<file path="config.mk">
export PLATFORM = sky130hd
export DESIGN_NAME = decode_stage
export DESIGN_NICKNAME = d
export VERILOG_FILES = /design/src/rtl/decode_stage.sv
export SDC_FILE = /design/constraint.sdc
export NUM_CORES = 1
export LEC_CHECK = 0
export BUFFER_PORTS_ARGS = -buffer_cell sky130_fd_sc_hd__buf_2
export CAP_MARGIN = 30
export CORE_MARGIN = 1.5
export CORE_UTILIZATION = 50
export DETAILED_ROUTE_END_ITERATION = 8
export GPL_TIMING_DRIVEN = 0
export PLACE_DENSITY = 0.74
export SLEW_MARGIN = 20
export SYNTH_ARGS = -nofsm -noshare
export SYNTH_HDL_FRONTEND = slang
export SYNTH_SLANG_ARGS = --single-unit
</file>
<file path="constraint.sdc">
create_clock -name clk -period 3.3 [get_ports clk]
set_clock_uncertainty 0.2 [all_clocks]
set_input_delay 0.495 -clock clk [delete_from_list [all_inputs] [get_ports clk]]
set_output_delay 0.495 -clock clk [all_outputs]
set_load 0.05 [all_outputs]
</file>
<file path="src/rtl/decode_stage.sv">
// decode_stage: registered RV32IM decode between fetch and execute.
// Decodes each accepted word into control fields and holds it in a two-entry
// skid buffer (head + skid) so that in_ready comes straight from a flop.
// Optional feature macro: DECODE_MEXT_EN. When defined, M-extension decode
// (mul/div) and the iterative-unit occupancy counter are built in. When left
// undefined, OP encodings with funct7[0]=1 are illegal and out_valid follows
// the head entry directly.
module decode_stage #(
  parameter int DATA_WIDTH = 32,
  parameter int MUL_CYCLES = 1,
  parameter int DIV_CYCLES = 33
) (
  input  logic                  clk,
  input  logic                  rst_n,
  input  logic                  flush,
  input  logic                  in_valid,
  output logic                  in_ready,
  input  logic [DATA_WIDTH-1:0] in_instr,
  input  logic [DATA_WIDTH-1:0] in_pc,
  output logic                  out_valid,
  input  logic                  out_ready,
  output logic [DATA_WIDTH-1:0] out_instr,
  output logic [DATA_WIDTH-1:0] out_pc,
  output logic [1:0]            pc_sel,
  output logic [1:0]            result_sel,
  output logic                  mem_write,
  output logic [3:0]            alu_ctrl,
  output logic                  alu_sel,
  output logic [2:0]            imm_sel,
  output logic                  reg_write,
  output logic                  branch,
  output logic [2:0]            mem_ctrl,
  output logic                  mul,
  output logic                  div,
  output logic                  illegal
);

  // Control bundle captured alongside each buffered instruction.
  typedef struct packed {
    logic [1:0] pc_sel;
    logic [1:0] result_sel;
    logic       mem_write;
    logic [3:0] alu_ctrl;
    logic       alu_sel;
    logic [2:0] imm_sel;
    logic       reg_write;
    logic       branch;
    logic [2:0] mem_ctrl;
    logic       mul;
    logic       div;
    logic       illegal;
  } ctrl_t;

  localparam logic [6:0] OP_LOAD   = 7'b0000011;
  localparam logic [6:0] OP_STORE  = 7'b0100011;
  localparam logic [6:0] OP_IMM    = 7'b0010011;
  localparam logic [6:0] OP_REG    = 7'b0110011;
  localparam logic [6:0] OP_BRANCH = 7'b1100011;
  localparam logic [6:0] OP_LUI    = 7'b0110111;
  localparam logic [6:0] OP_AUIPC  = 7'b0010111;
  localparam logic [6:0] OP_JAL    = 7'b1101111;
  localparam logic [6:0] OP_JALR   = 7'b1100111;

  // Instruction fields of the incoming word.
  logic [6:0] op;
  logic [2:0] f3;
  logic [6:0] f7;
  ctrl_t      dec;

  assign op = in_instr[6:0];
  assign f3 = in_instr[14:12];
  assign f7 = in_instr[31:25];

  // Register specifiers and the remaining funct7 bits do not affect control.
  logic unused_bits;
  assign unused_bits = ^{in_instr[24:15], in_instr[11:7], f7[6], f7[4:1]};

  // Buffer state: head entry drives the outputs, skid entry catches overflow.
  logic                  head_valid_reg, head_valid_next;
  logic [DATA_WIDTH-1:0] head_instr_reg, head_instr_next;
  logic [DATA_WIDTH-1:0] head_pc_reg, head_pc_next;
  ctrl_t                 head_ctrl_reg, head_ctrl_next;
  logic                  skid_valid_reg, skid_valid_next;
  logic [DATA_WIDTH-1:0] skid_instr_reg, skid_instr_next;
  logic [DATA_WIDTH-1:0] skid_pc_reg, skid_pc_next;
  ctrl_t                 skid_ctrl_reg, skid_ctrl_next;
  logic                  in_ready_reg, in_ready_next;

  logic accept;
  logic drain;

  // Combinational decode of the word offered by fetch; unlisted fields stay 0.
  always_comb begin
    dec = '0;
    case (op)
      OP_LOAD: begin
        dec.mem_ctrl   = f3;
        dec.reg_write  = 1'b1;
        dec.result_sel = 2'b01;
        dec.alu_sel    = 1'b1;
        dec.imm_sel    = 3'b000;
      end
      OP_STORE: begin
        dec.mem_ctrl  = f3;
        dec.mem_write = 1'b1;
        dec.alu_sel   = 1'b1;
        dec.imm_sel   = 3'b001;
      end
      OP_IMM, OP_REG: begin
        dec.mem_ctrl  = f3;
        dec.reg_write = 1'b1;
        dec.alu_sel   = ~op[5];
        // Bit 3 selects SUB (register form only) and SRA/SRAI.
        dec.alu_ctrl  = {f7[5] & ((f3 == 3'b101) | ((f3 == 3'b000) & op[5])), f3};
`ifdef DECODE_MEXT_EN
        dec.mul = op[5] & f7[0];
        dec.div = op[5] & f7[0] & f3[2];
`else
        // Without the M unit, any M-extension encoding is unsupported.
        if (op[5] & f7[0]) begin
          dec         = '0;
          dec.illegal = 1'b1;
        end
`endif
      end
      OP_BRANCH: begin
        dec.mem_ctrl = f3;
        dec.branch   = 1'b1;
        dec.imm_sel  = 3'b010;
        dec.alu_ctrl = {1'b0, f3};
      end
      OP_LUI, OP_AUIPC: begin
        dec.mem_ctrl   = f3;
        dec.reg_write  = 1'b1;
        dec.result_sel = {~op[5], 1'b0};
        dec.alu_sel    = 1'b1;
        dec.imm_sel    = 3'b011;
        dec.alu_ctrl   = 4'b1111;
      end
      OP_JAL, OP_JALR: begin
        dec.mem_ctrl   = f3;
        dec.pc_sel     = op[3] ? 2'b01 : 2'b10;
        dec.imm_sel    = op[3] ? 3'b100 : 3'b000;
        dec.alu_ctrl   = 4'b0010;
        dec.alu_sel    = 1'b1;
        dec.reg_write  = 1'b1;
        dec.result_sel = 2'b11;
      end
      default: begin
        dec.illegal = 1'b1;
      end
    endcase
  end

`ifdef DECODE_MEXT_EN
  // Occupancy of the iterative M unit, counted in remaining busy cycles.
  localparam int MAX_CYCLES = (DIV_CYCLES > MUL_CYCLES) ? DIV_CYCLES : MUL_CYCLES;
  localparam int OCC_W      = $clog2(MAX_CYCLES + 1);
  localparam logic [OCC_W-1:0] MUL_LOAD = OCC_W'(MUL_CYCLES - 1);
  localparam logic [OCC_W-1:0] DIV_LOAD = OCC_W'(DIV_CYCLES - 1);

  logic [OCC_W-1:0] occ_reg, occ_next;

  assign out_valid = head_valid_reg & (occ_reg == '0);

  // Load the busy time when an M op issues, otherwise count down to idle.
  // A flush does not touch this: the unit keeps working on what it took.
  always_comb begin
    occ_next = occ_reg;
    if (drain && head_ctrl_reg.mul) begin
      occ_next = head_ctrl_reg.div ? DIV_LOAD : MUL_LOAD;
    end else if (occ_reg != '0) begin
      occ_next = occ_reg - OCC_W'(1);
    end
  end

  // Occupancy counter register.
  always_ff @(posedge clk or negedge rst_n) begin
    if (!rst_n) begin
      occ_reg <= '0;
    end else begin
      occ_reg <= occ_next;
    end
  end
`else
  localparam int unused_cycles = MUL_CYCLES + DIV_CYCLES;

  assign out_valid = head_valid_reg;
`endif

  assign accept = in_valid & in_ready_reg;
  assign drain  = out_valid & out_ready;

  // Skid-buffer movement: flush wins, then drain (refill head), then accept.
  always_comb begin
    head_valid_next = head_valid_reg;
    head_instr_next = head_instr_reg;
    head_pc_next    = head_pc_reg;
    head_ctrl_next  = head_ctrl_reg;
    skid_valid_next = skid_valid_reg;
    skid_instr_next = skid_instr_reg;
    skid_pc_next    = skid_pc_reg;
    skid_ctrl_next  = skid_ctrl_reg;
    if (flush) begin
      head_valid_next = 1'b0;
      skid_valid_next = 1'b0;
    end else if (drain) begin
      if (skid_valid_reg) begin
        // in_ready is low whenever skid is full, so no accept can collide here.
        head_valid_next = 1'b1;
        head_instr_next = skid_instr_reg;
        head_pc_next    = skid_pc_reg;
        head_ctrl_next  = skid_ctrl_reg;
        skid_valid_next = 1'b0;
      end else if (accept) begin
        head_valid_next = 1'b1;
        head_instr_next = in_instr;
        head_pc_next    = in_pc;
        head_ctrl_next  = dec;
      end else begin
        head_valid_next = 1'b0;
      end
    end else if (accept) begin
      if (!head_valid_reg) begin
        head_valid_next = 1'b1;
        head_instr_next = in_instr;
        head_pc_next    = in_pc;
        head_ctrl_next  = dec;
      end else begin
        skid_valid_next = 1'b1;
        skid_instr_next = in_instr;
        skid_pc_next    = in_pc;
        skid_ctrl_next  = dec;
      end
    end
    in_ready_next = ~skid_valid_next;
  end

  // Buffer registers; reset empties both entries and zeroes the outputs.
  always_ff @(posedge clk or negedge rst_n) begin
    if (!rst_n) begin
      head_valid_reg <= 1'b0;
      head_instr_reg <= '0;
      head_pc_reg    <= '0;
      head_ctrl_reg  <= '0;
      skid_valid_reg <= 1'b0;
      skid_instr_reg <= '0;
      skid_pc_reg    <= '0;
      skid_ctrl_reg  <= '0;
      in_ready_reg   <= 1'b1;
    end else begin
      head_valid_reg <= head_valid_next;
      head_instr_reg <= head_instr_next;
      head_pc_reg    <= head_pc_next;
      head_ctrl_reg  <= head_ctrl_next;
      skid_valid_reg <= skid_valid_next;
      skid_instr_reg <= skid_instr_next;
      skid_pc_reg    <= skid_pc_next;
      skid_ctrl_reg  <= skid_ctrl_next;
      in_ready_reg   <= in_ready_next;
    end
  end

  assign in_ready   = in_ready_reg;
  assign out_instr  = head_instr_reg;
  assign out_pc     = head_pc_reg;
  assign pc_sel     = head_ctrl_reg.pc_sel;
  assign result_sel = head_ctrl_reg.result_sel;
  assign mem_write  = head_ctrl_reg.mem_write;
  assign alu_ctrl   = head_ctrl_reg.alu_ctrl;
  assign alu_sel    = head_ctrl_reg.alu_sel;
  assign imm_sel    = head_ctrl_reg.imm_sel;
  assign reg_write  = head_ctrl_reg.reg_write;
  assign branch     = head_ctrl_reg.branch;
  assign mem_ctrl   = head_ctrl_reg.mem_ctrl;
  assign mul        = head_ctrl_reg.mul;
  assign div        = head_ctrl_reg.div;
  assign illegal    = head_ctrl_reg.illegal;

endmodule

</file>
# ---- Yosys cells after proc, flatten, opt, wreduce, memory -nomap -nowiden
# Index checks and enable logic that the tools add are counted.
# Widths: inputs -> output; s select.
dict set report word_totals {
  regBits 173
  elab_cells 102
  out_inout_bits 87
}
dict set report classes {
  mux 38
  n_eq_ne 11
  reduce_logical 12
  bitwise 10
}
# op count
set ops {}
lappend ops {{$mux 32} 10}
lappend ops {{$mux 21} 5}
lappend ops {{$eq 7x6->1 const B} 3}
lappend ops {{$eq 7x7->1 const B} 3}
lappend ops {{$mux 16} 1}
lappend ops {{$pmux 4 s4} 1}
lappend ops {{$pmux 3 s5} 1}
lappend ops {{$eq 7x5->1 const B} 2}
lappend ops {{$pmux 1 s2} 5}
lappend ops {{$mux 1} 9}
lappend ops {{$pmux 2 s4} 1}
lappend ops {{$reduce_and 4->1} 2}
lappend ops {{$eq 7x2->1 const B} 1}
lappend ops {{$reduce_or 7->1} 1}
lappend ops {{$pmux 3 s2} 1}
lappend ops {{$reduce_or 2->1} 3}
lappend ops {{$reduce_or 6->1} 1}
lappend ops {{$and 1x1->1} 5}
lappend ops {{$reduce_or 5->1} 1}
lappend ops {{$mux 2} 2}
lappend ops {{$not 1->1} 4}
lappend ops {{$pmux 2 s2} 1}
lappend ops {{$reduce_bool 2->1} 2}
lappend ops {{$eq 3x3->1 const B} 1}
lappend ops {{other kinds (5)} 5}

# ---- Longest topological paths before layout
# Gate-level depths: netlist of run 1.
dict set report logic_depth {
  depth_word 9
  depth_mapped 6
  depth_no_buf 4
}

# ---- Least setup slack after synthesis of run 1
# OpenSTA, ideal clock, no wires.
dict set report synth_timing {
  kind {reg2reg}
  from {register in_ready_reg, in the netlist in_ready}
  to {register skid_instr_reg[21]}
  arrival_time_ps 1705
  n_path_buf 2
  slack_ps 1279
  path_stages_with_launch 7
  setup_time_ps 117
  cell_sequence {dfstp_2 nand2_1 or3_1 clkbuf_1 clkbuf_1 nand2_1 nand2_1}
}
dict set report synth_via {
  elab_chain_len 2
}
# item line_no
set synth_rtl {}
lappend synth_rtl {{start, declared} 87} ;# logic in_ready_reg, in_ready_next;
lappend synth_rtl {{start signal, assigned} 260} ;# in_ready_reg <= in_ready_next;
lappend synth_rtl {{$and 1x1->1} 191} ;# assign accept = in_valid & in_ready_reg;
lappend synth_rtl {{$reduce_and 4->1 (no source line)} n/a}
lappend synth_rtl {{end signal, assigned} 257} ;# skid_instr_reg <= skid_instr_next;
lappend synth_rtl {{end, declared} 84} ;# logic [DATA_WIDTH-1:0] skid_instr_reg, skid_instr_next;
# No other way between the ends.
# A chain may end at the register's enable or synchronous reset.

# ---- Worst setup path in the final report of run 1
dict set report layout_timing {
  from {register in_ready_reg, in the netlist in_ready}
  to {register skid_instr_reg[30]}
}
# The elaborated chain is that of the path after synthesis.

==> impl_results.md, run 1 <==
- Run status: finished clean
- Die ar.: 15250 µm²
- Die width: 123.5 µm
- Worst Path Arrival: 2.41 ns
- Routability Congestion: 0.8162
- Core Area: 14040 µm²
- Share of cells above drive strength 1: 0.2167
- Final Setup Violations: 0
- Cell taking the most area after synthesis: dfrtp_1
- Clock Sink Count: 169
- First-pass GRT wire length: 29.83 mm
- Die height: 123.5 µm
- Inst Count DP: 1176
- Pre-antenna DRT Iters: 5
- DR vias: 6346
- Crit Path Max Fanout: 10
- Vias per std cell: 5.249
- Antenna violations before repair: 0
- Synth Instances: 843
- Worst Path Required: 3.46 ns
- Worst slack, placed: 0.9625 ns
- Layout fillers: 1232
- Post-route minimum period: 2.245 ns
- Ports: 156
- Crit Path Category: reg2reg
- Most common library cell in the layout ignoring fill and taps: nand2_1
- VDD IR-drop max: 0.0004250 V
- Register area share after synthesis: 0.5829
- Number of remaining DRC errors: 0
- Grt total ovfl: 0
- Final number of hold-violating endpoints: 0
- Initial Utilization: 0.5168
- N_diodes: 0
- Worst-case clock buffer depth: 2
- Final worst setup slack: 1.055 ns
- Clk Latency, worst-skew pair: 0.43 ns
- Area of the mapped netlist: 7257 µm²
- Slowest CP cell: nor3_2
- Area Growth Syn to Fin: 22.81%
- Post-DP HPWL: 12.65 mm
- Worst-margin pin slew: 0.6753 ns
- Post-CTS setup buffers: 0
- Slew Viols, Final: 0
- Area of the multi-input gates: 2751 µm²
- Yosys Warn Count: 0
- CP max stage delay: 0.54 ns
- CP most frequent cell: nand2_1
- Power per cell area: 678.3 nW/µm²
- Worst setup SP type: flip-flop
- Final-stage net count: 1085
- Slew HR: 0.5498
- Root Buffer Master: clkbuf_16
- Vias in the first global route: 5836
- RSZ-0062 raised after global routing: false
- Maxcap violations: 0
- Finished Layout Cells: 1209
- Setup TNS: 0 ns
- Register area: 4230 µm²
- Largest net degree at the start of global routing: 92
- Ys flop type: dfrtp_1
- EDFF count, synth: 0
- Buffers on Ports: 151
- Leak: 4.481 nW
- Post-Syn Area per Cell: 8.608 µm²
- Hold WC Path Type: in2reg
- Aggregate routed wire length: 18.58 mm
- CTS H-tree lvls: 4
- Final ANT Viol Nets: 0
- Post-DR wirelength/cell: 15.37 µm
- CP Cell Sequence: nand2_1, nor3_2, buf_2, buf_2, nand2_1, nand2_1
- CP endpoint kind: flip-flop
- Worst-path clk slew: 0.07 ns
- Library cells used by synthesis: 46
- Fin Hold WS: 0.06511 ns
- Top cell type's share of synthesized area: 0.5793
- Power Total: 0.006045 W
- Period utilization: 0.6804
- FFs w/ async S/R, synth: 1.000
- Overall global routing resource usage: 0.2580
- Flops & latches, synth: 169
- Drt initial violations: 519
- Max Freq: 0.4454 GHz
- Num CTS Buffers: 17
- Rows: 43
- Largest cells by area after synthesis: dfrtp_1 58%, nand2_1 19%, a31oi_1 6.0%
- CTS tree: built
- Commonest cells after routing, fill and taps aside: 360 x nand2_1, 178 x buf_2, 168 x dfrtp_1
-- worst max-delay path, delay by kind of cell (launching register included) --
kind,cells,cell delay (ns)
simple gates,4,0.82
buf+inv,2,0.63
flops,1,0.52
-- worst paths after layout --
kind	cells after the start	start	endpoint	slack (ns)
setup reg to reg	6	in_ready$_DFF_PN1_	skid_instr_reg[30]$_DFFE_PN0P_	1.05
hold reg to reg	2	skid_ctrl_reg[11]$_DFFE_PN0P_	skid_ctrl_reg[11]$_DFFE_PN0P_	0.27
setup / recovery	6	in_ready$_DFF_PN1_	skid_instr_reg[30]$_DFFE_PN0P_	1.05
hold / removal	3	in_pc[17]	skid_pc_reg[17]$_DFFE_PN0P_	0.07
max in group asynchronous	3	rst_n	skid_instr_reg[9]$_DFFE_PN0P_	1.60
min in group asynchronous	2	rst_n	out_pc[9]$_DFFE_PN0P_	0.47
-- through the flow --
step | util | area [µm²]
2_1_floorplan | - | 7261
3_3_place_gp | 0.5869 | 8242
3_5_place_dp | 0.5896 | 8279
4_1_cts | 0.6347 | 8912
5_1_grt | 0.6347 | 8912
6_report | 0.6347 | 8912
-- power breakdown --
group | total (W) | internal (W) | switching, W
registers | 0.00261 | 0.00243 | 0.000186
logic | 0.00134 | 0.000347 | 0.000992
clock network | 0.00209 | 0.00127 | 0.000823
-- routing by layer --
layer | GRT usage | routed length [µm]
met1 | 0.3661 | 8594
met2 | 0.3823 | 8304
met3 | 0.06227 | 1297
met4 | 0.1056 | 383
met5 | 0 | 0
-- what timing repair did --
action,in CTS,in global routing
endpoints found under the hold margin,89,0
hold buffers,1,0
gates resized for setup,0,0
-- final cells by class --
class	count	area share
inverter	4	0.001685
timing repair buffer	153	0.09013
sequential	169	0.4747
clock buffer	21	0.05391
tap	180	0.02527
multi-input combinational	614	0.3087
buffer	57	0.02962
clock inverter	11	0.01600
-- logic make-up (layout without fill, tap and decap cells) --
family / count (synthesis) / in the layout / synth area share
AO/OA/AOI/OAI: 140 / 140 / 0.1172
other: 1 / 2 / 0.0005167
flip-flops: 169 / 169 / 0.5829
AND/OR/NAND/NOR: 471 / 471 / 0.2593
multiplexers: 1 / 1 / 0.001552
buffers and inverters: 61 / 246 / 0.03845
-- synth_stat cells (4+ instances only) --
cell and count:
a21oi_1 17, a31oi_1 70, and3_1 4, buf_2 28
clkbuf_1 23, dfrtp_1 168, inv_1 4, nand2_1 360
nand3_1 4, nor2_1 76, nor3_1 8, o21ai_0 23
o21ai_1 11
No activity file was read; power rests on OpenSTA's default activity.
==> run 2, diff against run 1 <==
Settings changed: CORE_UTILIZATION 50 to 49, PLACE_DENSITY 0.74 to 0.76.
Clock period 3.3 ns to 1.86 ns, I/O delays scaled along.
==> run 2 against run 1 <==
  * Global-route usage grew 0.28 points
  * Sequential share of layout area shrank 4.1 points
  * Highest routed layer unchanged
  * Total power grew 77%
  * Non-clock buffer count grew 72
  * Critical endpoint is now skid_ctrl_reg[15]$_DFFE_PN0P_
  * Worst setup slack lost 1.0 ns
  * Register-to-register slack lost 1.0 ns
  * Final cell count grew 6.4%
  * Utilization grew 3.9 points
  * Via count grew 5.4%
  * Count of clock-buffer cells in the layout grew 4
  * Sequential power grew 78%
==> impl_results.md, run 2 (synthesis gave the netlist of run 1 again) <==
- Overall global routing resource usage: 0.2609 (+0.002824)
- Max Freq: 0.5432 GHz
- Post-DP Area: 8352 µm² (+0.88%)
- Vias in the first global route: 6423 (+10%)
- Die ar.: 15550 µm² (+2.0%)
- Die width: 124.7 µm (+0.99%)
- Aggregate routed wire length: 19.86 mm (+6.9%)
- Largest net degree at the start of global routing: 88 (-4.3%)
- Final-stage net count: 1157 (+6.6%)
- Antenna violations before repair: 1 (+1)
- Power per cell area: 1097 nW/µm² (+62%)
- Clk Latency, worst-skew pair: 0.43 ns (about the same)
- Commonest cells after routing, fill and taps aside: 359 x nand2_1, 167 x dfrtp_1, 159 x buf_2
- Worst-margin pin slew: 0.6527 ns (-0.02266 ns)
- Final ANT Viol Nets: 0 (unchanged)
- Slew Viols, Final: 0 (unchanged)
- CP Cell Sequence: dlygate4sd3_1, buf_2, or3_4, clkbuf_16, buf_6, nand2_1, o31ai_1
- Most common library cell in the layout ignoring fill and taps: nand2_1
- Crit path from: flush
- Final number of hold-violating endpoints: 0 (unchanged)
- Clock Sink Count: 169 (unchanged)
- Initial Utilization: 0.5012 (-0.01559)
- Worst R2R Start: in_ready$_DFF_PN1_
- Drt initial violations: 475 (-8.5%)
- VDD IR-drop max: 0.0006642 V (+56%)
- Ports: 156 (unchanged)
- Worst-path clk slew: 0.06 ns (about the same)
- CTS tree: built
- Slew HR: 0.5649 (+0.01511)
- Run status: finished clean
- Final Setup Violations: 0 (unchanged)
- Post-DP HPWL: 12.79 mm (+1.1%)
- Pre-antenna DRT Iters: 5 (unchanged)
- Post-route minimum period: 1.841 ns
- Power Total: 0.01070 W (+77%)
- Num CTS Buffers: 17 (unchanged)
- Crit Path Category: in2reg
- Buffers on Ports: 151 (unchanged)
- CTS H-tree lvls: 4 (unchanged)
- Leak: 4.881 nW (+8.9%)
- Hold_sp: in_instr[4]
- Worst setup SP type: input port
- Core Area: 14480 µm² (+3.1%)
- CP endpoint kind: flip-flop
- Period utilization: 0.9898
- First-pass GRT wire length: 32.25 mm (+8.1%)
- Grt total ovfl: 0 (unchanged)
- Root Buffer Master: clkbuf_16
- Hold WC Path Type: in2reg
- Crit Path Max Fanout: 10 (unchanged)
- Vias per std cell: 5.201 (-0.92%)
- RSZ-0062 raised after global routing: true
- Worst Path Required: 1.95 ns (-1.51 ns)
- Area Growth Syn to Fin: 34.50%
- Design area: 9761 µm² (+9.5%)
- Routability Congestion: 0.8507 (+4.2%)
- Worst Path Arrival: 1.93 ns (-0.48 ns)
- Post-DR wirelength/cell: 15.44 µm (+0.48%)
- Worst-case clock buffer depth: 2 (unchanged)
- DR vias: 6688 (+5.4%)
- Slowest CP cell: dlygate4sd3_1
- Number of remaining DRC errors: 0 (unchanged)
- Rows: 44 (+2.3%)
- Maxcap violations: 0 (unchanged)
- Die height: 124.7 µm (+0.99%)
- CP max stage delay: 0.55 ns (about the same)
- Share of cells above drive strength 1: 0.2298 (+0.01308)
-- run 2: cell count changes in the layout (fill, tap and decap cells not counted), sizes merged --
cell	before	now
dlygate4sd3	1	66
diode	0	1
clkinv	5	3
inv	5	4
bufinv	3	2
buf	186	194
clkbuf	44	47
-- run 2: per-layer routing --
layer | track usage | wire length (µm) | part of all wire | vias to the layer above
met3 | 0.05284 | 1092 | 0.055 | 40
li1 | - | - | - | 3251
met2 | 0.4221 | 9559 | 0.48 | 211
met4 | 0.1095 | 585 | 0.029 | 0
met1 | 0.3439 | 8620 | 0.43 | 3186
met5 | 0 | 0 | 0 | -
-- run 2: power by group --
| part | leakage (nW) | switching, W | total [W] | internal [W] |
|---|---|---|---|---|
| sequential | 2.06 | 0.000332 | 0.00464 | 0.00431 |
| combinational | 2.54 | 0.00181 | 0.00254 | 0.000737 |
| clock | 0.283 | 0.00141 | 0.00352 | 0.00211 |
| total | 4.88 | 0.00354 | 0.0107 | 0.00716 |
-- run 2: metrics by stage --
step                cells  worst slack, ns  utilization  setup TNS [ns]  hold slack [ns]
floorplan             844         -0.05631            -          -4.149          -0.2166
global placement     1179           -2.620       0.5742         -400.47           0.2551
detailed placement   1180          -0.3131       0.5768          -15.04           0.1236
CTS                  1279         -0.01470       0.6660        -0.03362         0.007935
global route         1286         -0.03713       0.6741         -0.1898          0.04071
finish               1286          0.01903       0.6741               0          0.02603
-- run 2: what timing repair did --
action,CTS,global route
gates cloned,0,2
pin swaps,1,3
setup buffers,1,4
hold buffers,66,0
endpoints found under the setup margin,107,141
resized for setup,22,40
hold endpoints to repair,212,0
-- run 2: cell type report --
class	instances	area, µm²
flip-flops and latches	169	4232
clock inverters	7	90.09
fillers	1197	4718
multi-input cells	614	2783
plain buffers	57	389.1
diodes	1	2.502
inverters	4	15.01
well taps	184	230.2
repair buffers	225	1524
clock buffers	25	495.5
-- run 2: worst paths after layout --
path	to	slack (ns)	depth (start not counted)
worst max register to register	skid_ctrl_reg[15]$_DFFE_PN0P_	0.03	6
worst min-delay path	skid_instr_reg[4]$_DFFE_PN0P_	0.03	3
max in group asynchronous	skid_pc_reg[7]$_DFFE_PN0P_	0.36	3
min in group asynchronous	skid_instr_reg[19]$_DFFE_PN0P_	0.27	2
worst max-delay path	skid_ctrl_reg[15]$_DFFE_PN0P_	0.02	7
worst min register to register	pc_sel[0]$_DFFE_PN0P_	0.27	2
-- run 2: critical path, delay by kind of cell --
family,cells,cell delay (ns)
compound gates,1,0.07
buf+inv,4,1.06
simple gates,2,0.52
==> run 3, diff against run 2 <==
Settings changed: BUFFER_PORTS_ARGS -buffer_cell sky130_fd_sc_hd__buf_2 to -buffer_cell sky130_fd_sc_hd__buf_4, CORE_MARGIN 1.5 to default.
==> run 3 against run 2 <==
  * The flow now finishes with violations (negative setup slack)
  * Non-clock buffer count is 5 higher
  * Die area decreased by 1.6%
  * Design area grew 7.8%
  * Largest cell class unchanged
  * Clock power rose by 11%
  * Total power grew 7.3%
  * Routed wire length is 7.7% higher
  * Critical path type is now reg2reg
  * Count of clock-buffer cells in the layout down 8
  * First-iteration DRC count up 5.5%
  * Highest routed layer unchanged
==> impl_results.md, run 3 (synthesis gave the netlist of run 1 again) <==
- Buffers on Ports: 151 (unchanged)
- Run status: complete, but fails checks
- Inst Count DP: 1180 (unchanged)
- Reg power frac: 0.408 (-0.026)
- CTS tree: built
- Final ANT Viol Nets: 0 (unchanged)
- Worst-case clock buffer depth: 2 (unchanged)
- CP max stage delay: 0.55 ns (about the same)
- Net switching power: 0.003761 W (+6.1%)
- Power per cell area: 1092 nW/µm² (-0.45%)
- DR vias: 6937 (+3.7%)
- Most common library cell in the layout ignoring fill and taps: nand2_1
- Initial Utilization: 0.5012 (unchanged)
- Failing checks: negative setup slack
- Commonest cells after routing, fill and taps aside: 359 x nand2_1, 167 x dfrtp_1, 164 x buf_4
- Final-stage net count: 1162 (+0.43%)
- Overall global routing resource usage: 0.2815 (+0.02061)
- Vias in the first global route: 6460 (+0.58%)
- Rows: 44 (unchanged)
- Finished Layout Cells: 1290 (+0.31%)
- Period utilization: 1.009 (+0.01968)
- Post-DR wirelength/cell: 16.57 µm (+7.3%)
- Reg-to-reg setup timing slack: -0.02 ns (-0.05 ns)
- Num CTS Buffers: 17 (unchanged)
- Final number of hold-violating endpoints: 0 (unchanged)
- Post-DP HPWL: 12.87 mm (+0.65%)
- Antenna violations before repair: 0 (-1)
- Worst Path Arrival: 2.02 ns (+0.09 ns)
- Final Setup Violations: 2 (+2)
- Die width: 123.7 µm (-0.80%)
- Ports: 156 (unchanged)
- Post-route minimum period: 1.878 ns (+0.03660 ns)
- Pre-antenna DRT Iters: 5 (unchanged)
- Max Freq: 0.5326 GHz (-1.9%)
- CTS H-tree lvls: 4 (unchanged)
- Clock Sink Count: 169 (unchanged)
- Share of cells above drive strength 1: 0.2550 (+0.02518)
- Sw frac: 0.3274 (-0.003637)
- First-pass GRT wire length: 32.34 mm (+0.28%)
- Worst setup SP type: flip-flop
- Largest net degree at the start of global routing: 87 (-1.1%)
- Core Area: 14480 µm² (unchanged)
- Crit Path Max Fanout: 6 (-4)
- Hold_sp: in_instr[2]
- RSZ-0062 raised after global routing: true
- Die ar.: 15300 µm² (-1.6%)
- Grt total ovfl: 0 (unchanged)
- Comb power frac: 0.252 (+0.014)
- Crit Path Category: reg2reg
- Die height: 123.7 µm (-0.80%)
- Worst R2R Start: in_ready$_DFF_PN1_
- Fin Hold WS: 0.01408 ns (-0.01195 ns)
- WHS Path Cells: 3 (unchanged)
- Hold WC Path Type: in2reg
- Drt initial violations: 501 (+5.5%)
- Worst Path Required: 2.00 ns (+0.05 ns)
- CP Cell Sequence: nand2_4, a211oi_4, buf_6, buf_12, clkbuf_16, nor2_1, a31oi_1
- Slew Viols, Final: 0 (unchanged)
- R2R cell count: 7 (+1)
- Hold EP: skid_instr_reg[2]$_DFFE_PN0P_
- Root Buffer Master: clkbuf_16
- Worst-margin pin slew: 0.6666 ns (+0.01393 ns)
- Clk Latency, worst-skew pair: 0.43 ns (about the same)
- Slew HR: 0.5556 (-0.009286)
- Maxcap violations: 0 (unchanged)
- Routability Congestion: 0.8372 (-1.6%)
- Number of remaining DRC errors: 0 (unchanged)
- Area Growth Syn to Fin: 44.97%
- Leak: 5.129 nW (+5.1%)
- R2r endpoint: out_instr[0]$_DFFE_PN0P_
- Proportion of power drawn by the clock network: 0.340 (+0.011)
- Final worst setup slack: -0.01757 ns (-0.03660 ns)
- N_diodes: 0 (-1)
- Vias per std cell: 5.378 (+3.4%)
- CP endpoint kind: flip-flop
- Aggregate routed wire length: 21.38 mm (+7.7%)
- Worst-path clk slew: 0.06 ns (about the same)
- Slowest CP cell: dfstp_2
- VDD IR-drop max: 0.0006616 V (-0.40%)
- Setup TNS: -0.02982 ns (-0.02982 ns)
- Internal power: 0.007725 W (+7.9%)
## run 3: metal layers
| metal | part of all wire | GRT usage | vias to the layer above | wire (µm) |
|---|---|---|---|---|
| met5 | 0 | 0 | - | 0 |
| met4 | 0.029 | 0.1099 | 0 | 620 |
| met3 | 0.065 | 0.06181 | 53 | 1397 |
| met2 | 0.49 | 0.4566 | 239 | 10380 |
| met1 | 0.42 | 0.3677 | 3371 | 8978 |
| li1 | - | - | 3274 | - |
## run 3: power by group through the flow
stage,Clock (W),Combinational (W),Sequential (W)
after floorplan,0,0.000717,0.00566
after global placement,0,0.00257,0.00469
after detailed placement,0,0.00262,0.00471
after CTS,0.00391,0.00277,0.00465
after global routing,0.00410,0.00310,0.00475
final,0.00391,0.00289,0.00468
## run 3: worst max-delay path, delay by kind of cell, from the launching register on
family | cells | cell delay [ns]
compound gates | 2 | 0.41
flops | 1 | 0.55
buf+inv | 3 | 0.48
simple gates | 2 | 0.13
## run 3: layout make-up
cell class | count | area, µm²
plain buffers | 57 | 484.2
clock buffers | 17 | 425.4
clock inverters | 15 | 222.7
fillers | 1043 | 3959
inverters | 4 | 15.01
multi-input cells | 614 | 2863
flip-flops and latches | 169 | 4232
well taps | 184 | 230.2
repair buffers | 230 | 2048
## run 3: worst max-delay path by stage
| stage | startpoint | end | slack, ns | cells after the start |
|---|---|---|---|---|
| after global routing | in_ready$_DFF_PN1_ | out_instr[0]$_DFFE_PN0P_ | -0.08 | 7 |
| after global placement | rst_n | out_valid$_DFFE_PN0P_ | -0.82 | 1 |
| after detailed placement | out_valid$_DFFE_PN0P_ | out_instr[23]$_DFFE_PN0P_ | -0.26 | 5 |
| after floorplan | in_ready$_DFF_PN1_ | skid_instr_reg[23]$_DFFE_PN0P_ | -0.06 | 6 |
| final | in_ready$_DFF_PN1_ | out_instr[0]$_DFFE_PN0P_ | -0.02 | 7 |
| after CTS | in_ready$_DFF_PN1_ | skid_instr_reg[24]$_DFFE_PN0P_ | -0.001 | 6 |
## run 3: stage by stage
stage / utilization / total power (W) / cell area (µm²) / setup slack [ns]
2_1_floorplan: - / 0.006377 / 7328 / -0.05631
3_3_place_gp: 0.6003 / 0.007261 / 8692 / -0.8189
3_5_place_dp: 0.6027 / 0.007332 / 8727 / -0.2589
4_1_cts: 0.7007 / 0.01133 / 10150 / -0.001498
5_1_grt: 0.7266 / 0.01195 / 10520 / -0.08281
6_report: 0.7266 / 0.01149 / 10520 / -0.01757
## run 3: what timing repair did
item                       in CTS  in global routing
setup buffers                   1                  2
gates resized for setup        31                 82
hold buffers                   67                  0
setup endpoints to repair     109                147
cloned                          2                  6
hold endpoints to repair      213                  0
pin swaps                       2                  5
